[src/rtl/wb_rr_arbiter_if.sv]
// Wishbone B3 signal bundle between the requesting masters and the shared wb_io slave port.
// The master modport is the arbiter's view; the slave modport is the surrounding system's view.
interface wb_rr_arbiter_if #(
  parameter int num_masters = 3
);
  logic [32*num_masters-1:0] wbm_adr_i;
  logic [32*num_masters-1:0] wbm_dat_i;
  logic [32*num_masters-1:0] wbm_dat_o;
  logic [4*num_masters-1:0]  wbm_sel_i;
  logic [num_masters-1:0]    wbm_we_i;
  logic [num_masters-1:0]    wbm_cyc_i;
  logic [num_masters-1:0]    wbm_stb_i;
  logic [3*num_masters-1:0]  wbm_cti_i;
  logic [2*num_masters-1:0]  wbm_bte_i;
  logic [num_masters-1:0]    wbm_ack_o;
  logic [num_masters-1:0]    wbm_err_o;
  logic [num_masters-1:0]    wbm_rty_o;

  logic [31:0] wbs_adr_o;
  logic [31:0] wbs_dat_o;
  logic [3:0]  wbs_sel_o;
  logic        wbs_we_o;
  logic        wbs_cyc_o;
  logic        wbs_stb_o;
  logic [2:0]  wbs_cti_o;
  logic [1:0]  wbs_bte_o;
  logic [31:0] wbs_dat_i;
  logic        wbs_ack_i;
  logic        wbs_err_i;
  logic        wbs_rty_i;

  modport master (
    input  wbm_adr_i, wbm_dat_i, wbm_sel_i, wbm_we_i, wbm_cyc_i, wbm_stb_i, wbm_cti_i, wbm_bte_i,
    input  wbs_dat_i, wbs_ack_i, wbs_err_i, wbs_rty_i,
    output wbm_dat_o, wbm_ack_o, wbm_err_o, wbm_rty_o,
    output wbs_adr_o, wbs_dat_o, wbs_sel_o, wbs_we_o, wbs_cyc_o, wbs_stb_o, wbs_cti_o, wbs_bte_o
  );

  modport slave (
    output wbm_adr_i, wbm_dat_i, wbm_sel_i, wbm_we_i, wbm_cyc_i, wbm_stb_i, wbm_cti_i, wbm_bte_i,
    output wbs_dat_i, wbs_ack_i, wbs_err_i, wbs_rty_i,
    input  wbm_dat_o, wbm_ack_o, wbm_err_o, wbm_rty_o,
    input  wbs_adr_o, wbs_dat_o, wbs_sel_o, wbs_we_o, wbs_cyc_o, wbs_stb_o, wbs_cti_o, wbs_bte_o
  );
endinterface

[src/rtl/wb_rr_arbiter.sv]
// Round-robin Wishbone B3 arbiter in front of the wb_io port: one owner per cyc,
// responses routed only to the owner, and a watchdog that aborts hung accesses with err.
module wb_rr_arbiter #(
  parameter int num_masters = 3,
  parameter int TIMEOUT     = 255
) (
  input  logic                   wb_clk_i,
  input  logic                   wb_rst_i,
  wb_rr_arbiter_if.master        bus,
  output logic [num_masters-1:0] grant_o,
  output logic                   timeout_o
);
  localparam int OW = (num_masters > 1) ? $clog2(num_masters) : 1;
  localparam int CW = (TIMEOUT < 1) ? 1 : $clog2(TIMEOUT + 1);
  localparam logic [CW-1:0] CNT_LAST = CW'((TIMEOUT < 1) ? 0 : TIMEOUT - 1);

  typedef enum logic [1:0] {IDLE, BUSY, ABORT} state_e;

  state_e          state_q;
  logic [OW-1:0]   owner_q;
  logic [OW-1:0]   last_q;
  logic [CW-1:0]   cnt_q;
  logic [OW-1:0]   owner_d;
  logic            pickValid;
  logic            ownCyc;
  logic            ownStb;
  logic            slvResp;

  // Search upward from last+1; iterating from the far end lets the nearest requester win.
  always_comb begin
    int idx;
    idx       = 0;
    owner_d   = last_q;
    pickValid = 1'b0;
    for (int i = num_masters; i >= 1; i--) begin
      idx = int'(last_q) + i;
      if (idx >= num_masters) idx = idx - num_masters;
      if (bus.wbm_cyc_i[idx]) begin
        owner_d   = OW'(idx);
        pickValid = 1'b1;
      end
    end
  end

  assign ownCyc  = bus.wbm_cyc_i[owner_q];
  assign ownStb  = bus.wbm_stb_i[owner_q];
  assign slvResp = bus.wbs_ack_i | bus.wbs_err_i | bus.wbs_rty_i;

  always_ff @(posedge wb_clk_i) begin
    if (wb_rst_i) begin
      state_q <= IDLE;
      owner_q <= '0;
      last_q  <= OW'(num_masters - 1);
      cnt_q   <= '0;
    end else begin
      unique case (state_q)
        IDLE: begin
          cnt_q <= '0;
          if (pickValid) begin
            owner_q <= owner_d;
            last_q  <= owner_d;
            state_q <= BUSY;
          end
        end
        BUSY: begin
          if (!ownCyc) begin
            state_q <= IDLE;
            cnt_q   <= '0;
          end else if (slvResp || !ownStb || (TIMEOUT == 0)) begin
            cnt_q <= '0;
          end else if (cnt_q == CNT_LAST) begin
            state_q <= ABORT;
            cnt_q   <= '0;
          end else begin
            cnt_q <= cnt_q + CW'(1);
          end
        end
        ABORT: begin
          cnt_q   <= '0;
          state_q <= ownCyc ? BUSY : IDLE;
        end
        default: state_q <= IDLE;
      endcase
    end
  end

  always_comb begin
    grant_o = '0;
    if (state_q != IDLE) grant_o[owner_q] = 1'b1;
  end

  assign timeout_o = (state_q == ABORT);

  // Slave responses pass straight through to the owner; an abort fabricates err instead.
  always_comb begin
    bus.wbm_ack_o = '0;
    bus.wbm_err_o = '0;
    bus.wbm_rty_o = '0;
    if (state_q == BUSY) begin
      bus.wbm_ack_o[owner_q] = bus.wbs_ack_i;
      bus.wbm_err_o[owner_q] = bus.wbs_err_i;
      bus.wbm_rty_o[owner_q] = bus.wbs_rty_i;
    end else if (state_q == ABORT) begin
      bus.wbm_err_o[owner_q] = 1'b1;
    end
  end

  assign bus.wbm_dat_o = {num_masters{bus.wbs_dat_i}};

  assign bus.wbs_adr_o = bus.wbm_adr_i[32*owner_q +: 32];
  assign bus.wbs_dat_o = bus.wbm_dat_i[32*owner_q +: 32];
  assign bus.wbs_sel_o = bus.wbm_sel_i[4*owner_q +: 4];
  assign bus.wbs_cti_o = bus.wbm_cti_i[3*owner_q +: 3];
  assign bus.wbs_bte_o = bus.wbm_bte_i[2*owner_q +: 2];
  assign bus.wbs_we_o  = bus.wbm_we_i[owner_q];
  assign bus.wbs_cyc_o = (state_q == BUSY) && ownCyc;
  assign bus.wbs_stb_o = (state_q == BUSY) && ownStb;
endmodule

[src/flat_wrapper.sv]
// flat-port wrapper written by rule: the top's interface ports become plain ports
module wb_rr_arbiter_flat 
#(
  parameter int num_masters = 3,
  parameter int TIMEOUT     = 255
)
  (wb_clk_i, wb_rst_i, grant_o, timeout_o, bus_wbm_adr_i, bus_wbm_dat_i, bus_wbm_sel_i, bus_wbm_we_i, bus_wbm_cyc_i, bus_wbm_stb_i, bus_wbm_cti_i, bus_wbm_bte_i, bus_wbs_dat_i, bus_wbs_ack_i, bus_wbs_err_i, bus_wbs_rty_i, bus_wbm_dat_o, bus_wbm_ack_o, bus_wbm_err_o, bus_wbm_rty_o, bus_wbs_adr_o, bus_wbs_dat_o, bus_wbs_sel_o, bus_wbs_we_o, bus_wbs_cyc_o, bus_wbs_stb_o, bus_wbs_cti_o, bus_wbs_bte_o);
  wb_rr_arbiter_if #(.num_masters(num_masters)) bus_i ();
  input  logic wb_clk_i;
  input  logic wb_rst_i;
  output logic [num_masters-1:0] grant_o;
  output logic timeout_o;
  input wire logic [$bits(bus_i.wbm_adr_i)-1:0] bus_wbm_adr_i;
  input wire logic [$bits(bus_i.wbm_dat_i)-1:0] bus_wbm_dat_i;
  input wire logic [$bits(bus_i.wbm_sel_i)-1:0] bus_wbm_sel_i;
  input wire logic [$bits(bus_i.wbm_we_i)-1:0] bus_wbm_we_i;
  input wire logic [$bits(bus_i.wbm_cyc_i)-1:0] bus_wbm_cyc_i;
  input wire logic [$bits(bus_i.wbm_stb_i)-1:0] bus_wbm_stb_i;
  input wire logic [$bits(bus_i.wbm_cti_i)-1:0] bus_wbm_cti_i;
  input wire logic [$bits(bus_i.wbm_bte_i)-1:0] bus_wbm_bte_i;
  input wire logic [$bits(bus_i.wbs_dat_i)-1:0] bus_wbs_dat_i;
  input wire logic [$bits(bus_i.wbs_ack_i)-1:0] bus_wbs_ack_i;
  input wire logic [$bits(bus_i.wbs_err_i)-1:0] bus_wbs_err_i;
  input wire logic [$bits(bus_i.wbs_rty_i)-1:0] bus_wbs_rty_i;
  output wire logic [$bits(bus_i.wbm_dat_o)-1:0] bus_wbm_dat_o;
  output wire logic [$bits(bus_i.wbm_ack_o)-1:0] bus_wbm_ack_o;
  output wire logic [$bits(bus_i.wbm_err_o)-1:0] bus_wbm_err_o;
  output wire logic [$bits(bus_i.wbm_rty_o)-1:0] bus_wbm_rty_o;
  output wire logic [$bits(bus_i.wbs_adr_o)-1:0] bus_wbs_adr_o;
  output wire logic [$bits(bus_i.wbs_dat_o)-1:0] bus_wbs_dat_o;
  output wire logic [$bits(bus_i.wbs_sel_o)-1:0] bus_wbs_sel_o;
  output wire logic [$bits(bus_i.wbs_we_o)-1:0] bus_wbs_we_o;
  output wire logic [$bits(bus_i.wbs_cyc_o)-1:0] bus_wbs_cyc_o;
  output wire logic [$bits(bus_i.wbs_stb_o)-1:0] bus_wbs_stb_o;
  output wire logic [$bits(bus_i.wbs_cti_o)-1:0] bus_wbs_cti_o;
  output wire logic [$bits(bus_i.wbs_bte_o)-1:0] bus_wbs_bte_o;
  assign bus_i.wbm_adr_i = bus_wbm_adr_i;
  assign bus_i.wbm_dat_i = bus_wbm_dat_i;
  assign bus_i.wbm_sel_i = bus_wbm_sel_i;
  assign bus_i.wbm_we_i = bus_wbm_we_i;
  assign bus_i.wbm_cyc_i = bus_wbm_cyc_i;
  assign bus_i.wbm_stb_i = bus_wbm_stb_i;
  assign bus_i.wbm_cti_i = bus_wbm_cti_i;
  assign bus_i.wbm_bte_i = bus_wbm_bte_i;
  assign bus_i.wbs_dat_i = bus_wbs_dat_i;
  assign bus_i.wbs_ack_i = bus_wbs_ack_i;
  assign bus_i.wbs_err_i = bus_wbs_err_i;
  assign bus_i.wbs_rty_i = bus_wbs_rty_i;
  assign bus_wbm_dat_o = bus_i.wbm_dat_o;
  assign bus_wbm_ack_o = bus_i.wbm_ack_o;
  assign bus_wbm_err_o = bus_i.wbm_err_o;
  assign bus_wbm_rty_o = bus_i.wbm_rty_o;
  assign bus_wbs_adr_o = bus_i.wbs_adr_o;
  assign bus_wbs_dat_o = bus_i.wbs_dat_o;
  assign bus_wbs_sel_o = bus_i.wbs_sel_o;
  assign bus_wbs_we_o = bus_i.wbs_we_o;
  assign bus_wbs_cyc_o = bus_i.wbs_cyc_o;
  assign bus_wbs_stb_o = bus_i.wbs_stb_o;
  assign bus_wbs_cti_o = bus_i.wbs_cti_o;
  assign bus_wbs_bte_o = bus_i.wbs_bte_o;
  wb_rr_arbiter #(.num_masters(num_masters), .TIMEOUT(TIMEOUT)) u_core (.wb_clk_i(wb_clk_i), .wb_rst_i(wb_rst_i), .bus(bus_i), .grant_o(grant_o), .timeout_o(timeout_o));
endmodule
[config.mk]
export PLATFORM = sky130hd
export DESIGN_NAME = wb_rr_arbiter_flat
export DESIGN_NICKNAME = d
export VERILOG_FILES = /design/src/rtl/wb_rr_arbiter_if.sv /design/src/rtl/wb_rr_arbiter.sv /design/src/flat_wrapper.sv
export SDC_FILE = /design/constraint.sdc
export NUM_CORES = 1
export LEC_CHECK = 0
export BUFFER_PORTS_ARGS = -buffer_cell sky130_fd_sc_hd__buf_2
export CAP_MARGIN = 0
export CORE_AREA = 2 2 175 177
export CTS_CLUSTER_SIZE = 14
export DETAILED_ROUTE_END_ITERATION = 10
export DIE_AREA = 0 0 177 179
export PLACE_DENSITY = 0.36
export SKIP_CTS_REPAIR_TIMING = 1
export SYNTH_ARGS = -nofsm -noshare
export SYNTH_HDL_FRONTEND = slang
export SYNTH_SLANG_ARGS = --single-unit
[constraint.sdc]
create_clock -name wb_clk_i -period 3.5 [get_ports wb_clk_i]
set_input_delay 0.7 -clock wb_clk_i [delete_from_list [all_inputs] [get_ports wb_clk_i]]
set_output_delay 0.7 -clock wb_clk_i [all_outputs]
set_load 0.01 [all_outputs]
==> impl_metrics.ini <==
[clock_network]
cts.sinks = 13
h-tree-depth = 1
clock_latency_ns = 0.24
cts_tree = built
clk_path_buf_depth = 2
cts_root_buf = clkbuf_16
numCtsBuffers = 3
clkSlewWorstSetupHoldPaths_ns = 0.05

[synth]
ys_types = 35
syn_nets = 755
post-synth-top-area-cell = mux2i_1
synth_top_family_by_area = buffers and inverters
synth-seq-cells = 13
synthTopCellsByArea = mux2i_1 (24%), buf_4 (23%), o21ai_0 (12%), nand2_1 (11%), dfxtp_1 (8.0%)
synthCells = 485
synth-simple-area-share_pct = 19.8
syn_area_sq_um = 3240
muxShareOfSynthArea_pct = 24.4
avgSynthCellArea_sq_um = 6.69
synth_compound_area_share_pct = 17.6
synth_xor_area_share_pct = 0
yosysWarnings = 0
yosys.area_share.adder_pct = 1.93
synth_top_area_share_pct = 24.4
ys_seq_area_share_pct = 8.02

[critical_path]
arrival_ns = 2.02
crit_chain = buf_4 -> nand2_1 -> nor2_1 -> buf_2
reg2reg_depth = 7
ff2ff_setup_slack_ns = 1.08
r2r-end = u_core.owner_q[1]
cp.required_ns = 2.80
max_stage_delay_ns = 0.69
worstPathMaxFanout = 83
r2r-start = u_core.last_q[0]
crit_type = flop to output port
worst_setup_path_start_kind = flop
cpMaxStageDelayCell = buf_4
worstSetupEndpointType = output port

[sta]
period_needed_ns = 2.72
relSlewSlack_pct = 40.5
setup_slack_ns = 0.777
fmax_ghz = 0.367
tns_ns = 0
slew_violations = 0
setup_viol = 0
tightest_slew_ns = 0.892
hold_viol = 0
post-route-period-util_pct = 77.8
rsz0062_at_grt = false
finClkSkew_ns = 0.00178

[floorplan]
floorplan.die.height_microns = 179
dieWidth_microns = 177
initial_core_util_pct = 10.8
die_area_sq_um = 31700
rows = 64
io_pins = 450
core_area_sq_um = 30000

[placement]
dp_slack_ns = 0.971
dpl.hpwl_microns = 14000
port_buffers = 321
gp_congestion = 0.726

[drt]
wl_microns = 17100
viasPerCell = 3.65
avgRoutedWirePerCell_microns = 15.7
routed-via-count = 3966
drc = 0
ant_nets = 0
dr.first_iter.drc_count = 114
drt_pre_antenna_iters = 4

[hold_path]
hold_start = u_core.cnt_q[0]
min_to = u_core.cnt_q[0]
holdCritPathClass = flop to flop
whs_path_depth = 2

[cells_and_area]
final_common_cell = buf_2
antenna_cells = 0
layout_common_cells = buf_2 (321), nand2_1 (93), mux2i_1 (79), o21ai_0 (78), nor2_1 (17)
nets = 963
syn_to_final_growth_pct = 43.1
drive_above_1_share_pct = 49.0

[global_route]
grt_usage_pct = 9.40
top_usage_layer = met2
overflow = 0
grt_pass1_vias = 3642
grt_pass1_wl_microns = 22400
antenna_found_initial = 1
gr-usage-met1_pct = 12.3
grt_start_max_net_pins = 84
grt_use_met3_pct = 2.93
use_met2_pct = 15.7

[pwr]
power.switching_mw = 1.30
vdd_drop_max_uv = 227
clkPwrFrac_pct = 9.1
p_per_area_nw_per_um2 = 521
power_frac_comb_pct = 80.4
p_int_mw = 1.11
switching_share_pct = 54.0
p_leak_nw = 2.11
p_seq_share_pct = 10.5

[job]
max_cap_viol_count = 0

[status]
status = completed
## worst max-delay path by stage
stage,start,endpoint,slack (ns),depth (start not counted)
global placement,u_core.last_q[0],bus_wbs_we_o,0.95,5
CTS,u_core.last_q[0],bus_wbs_we_o,0.71,5
finish,u_core.owner_q[1],bus_wbm_ack_o[2],0.78,4
detailed placement,u_core.last_q[0],bus_wbs_we_o,0.97,5
floorplan,u_core.last_q[0],u_core.owner_q[1],1.30,11
global route,u_core.owner_q[1],bus_wbm_ack_o[2],0.65,4
## power by group through the flow
stage | Clock [mW] | Sequential [mW] | Combinational, mW
6_report | 0.220 | 0.254 | 1.94
5_1_grt | 0.233 | 0.261 | 2.14
4_1_cts | 0.223 | 0.256 | 1.99
3_5_place_dp | 0 | 0.259 | 1.98
3_3_place_gp | 0 | 0.257 | 1.99
2_1_floorplan | 0 | 0.183 | 1.27
## critical path, delay by kind of cell (launching register included)
family	cells	cell delay [ns]
buffers and inverters	2	0.85
flip-flops	1	0.32
AND/OR/NAND/NOR	2	0.62
## through the flow
step / std cells / power, mW / utilization, % / hold slack [ns] / instance area [sq um]
after global routing: 1088 / 2.63 / 15.5 / 0.542 / 4640
after global placement: 1084 / 2.24 / 15.2 / 0.496 / 4560
after floorplan: 485 / 1.45 / - / 0.470 / 3240
final: 1088 / 2.42 / 15.5 / 0.498 / 4640
after detailed placement: 1084 / 2.24 / 15.2 / 0.497 / 4560
after CTS: 1088 / 2.47 / 15.5 / 0.503 / 4640
## state kept, by name, summed over array words and instances (netlist names)
signal	flops
u_core.cnt_q	8
u_core.last_q	2
u_core.state_q	2
u_core.owner_q	1
## area by class of cell
| cell class | count | area [sq um] |
|---|---|---|
| inverters | 9 | 33.8 |
| fillers | 3513 | 25400 |
| clock buffers | 4 | 78.8 |
| well taps | 396 | 495 |
| multi-input cells | 335 | 2070 |
| flip-flops and latches | 13 | 265 |
| repair buffers | 331 | 1690 |
## cell families (layout without fill, tap and decap cells)
logic type               Yosys count  in the layout
AO/OA/AOI/OAI                    104            104
buffers and inverters            137            344
adder cells (fa/ha/maj)            5              5
AND/OR/NAND/NOR                  147            147
flip-flops                        13             13
multiplexers                      79             79
## Yosys cell counts
cell,number
nor3b_1,2
o21ai_2,2
ha_1,5
a21oi_1,7
o21ai_0,78
nor3_1,5
a221oi_1,1
nand3b_1,4
nand2_1,93
mux2i_1,79
o211ai_1,1
o21a_1,1
buf_6,2
o221ai_1,2
a22oi_1,1
o22ai_1,1
nand4_1,2
buf_4,98
nand2b_1,5
a211o_1,1
a21boi_0,1
clkbuf_1,11
nor4bb_1,1
a21bo_1,1
and3_1,1
a211oi_1,2
dfxtp_1,13
nand3_1,9
and2_1,3
buf_2,17
nor2b_1,2
a31oi_1,5
inv_1,9
nor2_1,18
and4_1,2
## metal layers
metal / up-vias / part of all wire [%] / wire length, microns
li1: 1975 / - / -
met1: 1712 / 43 / 7310
met2: 265 / 46 / 7920
met3: 12 / 11 / 1800
met4: 2 / 0.44 / 75
met5: - / 0.076 / 13
(Power assumes the default switching activity.)
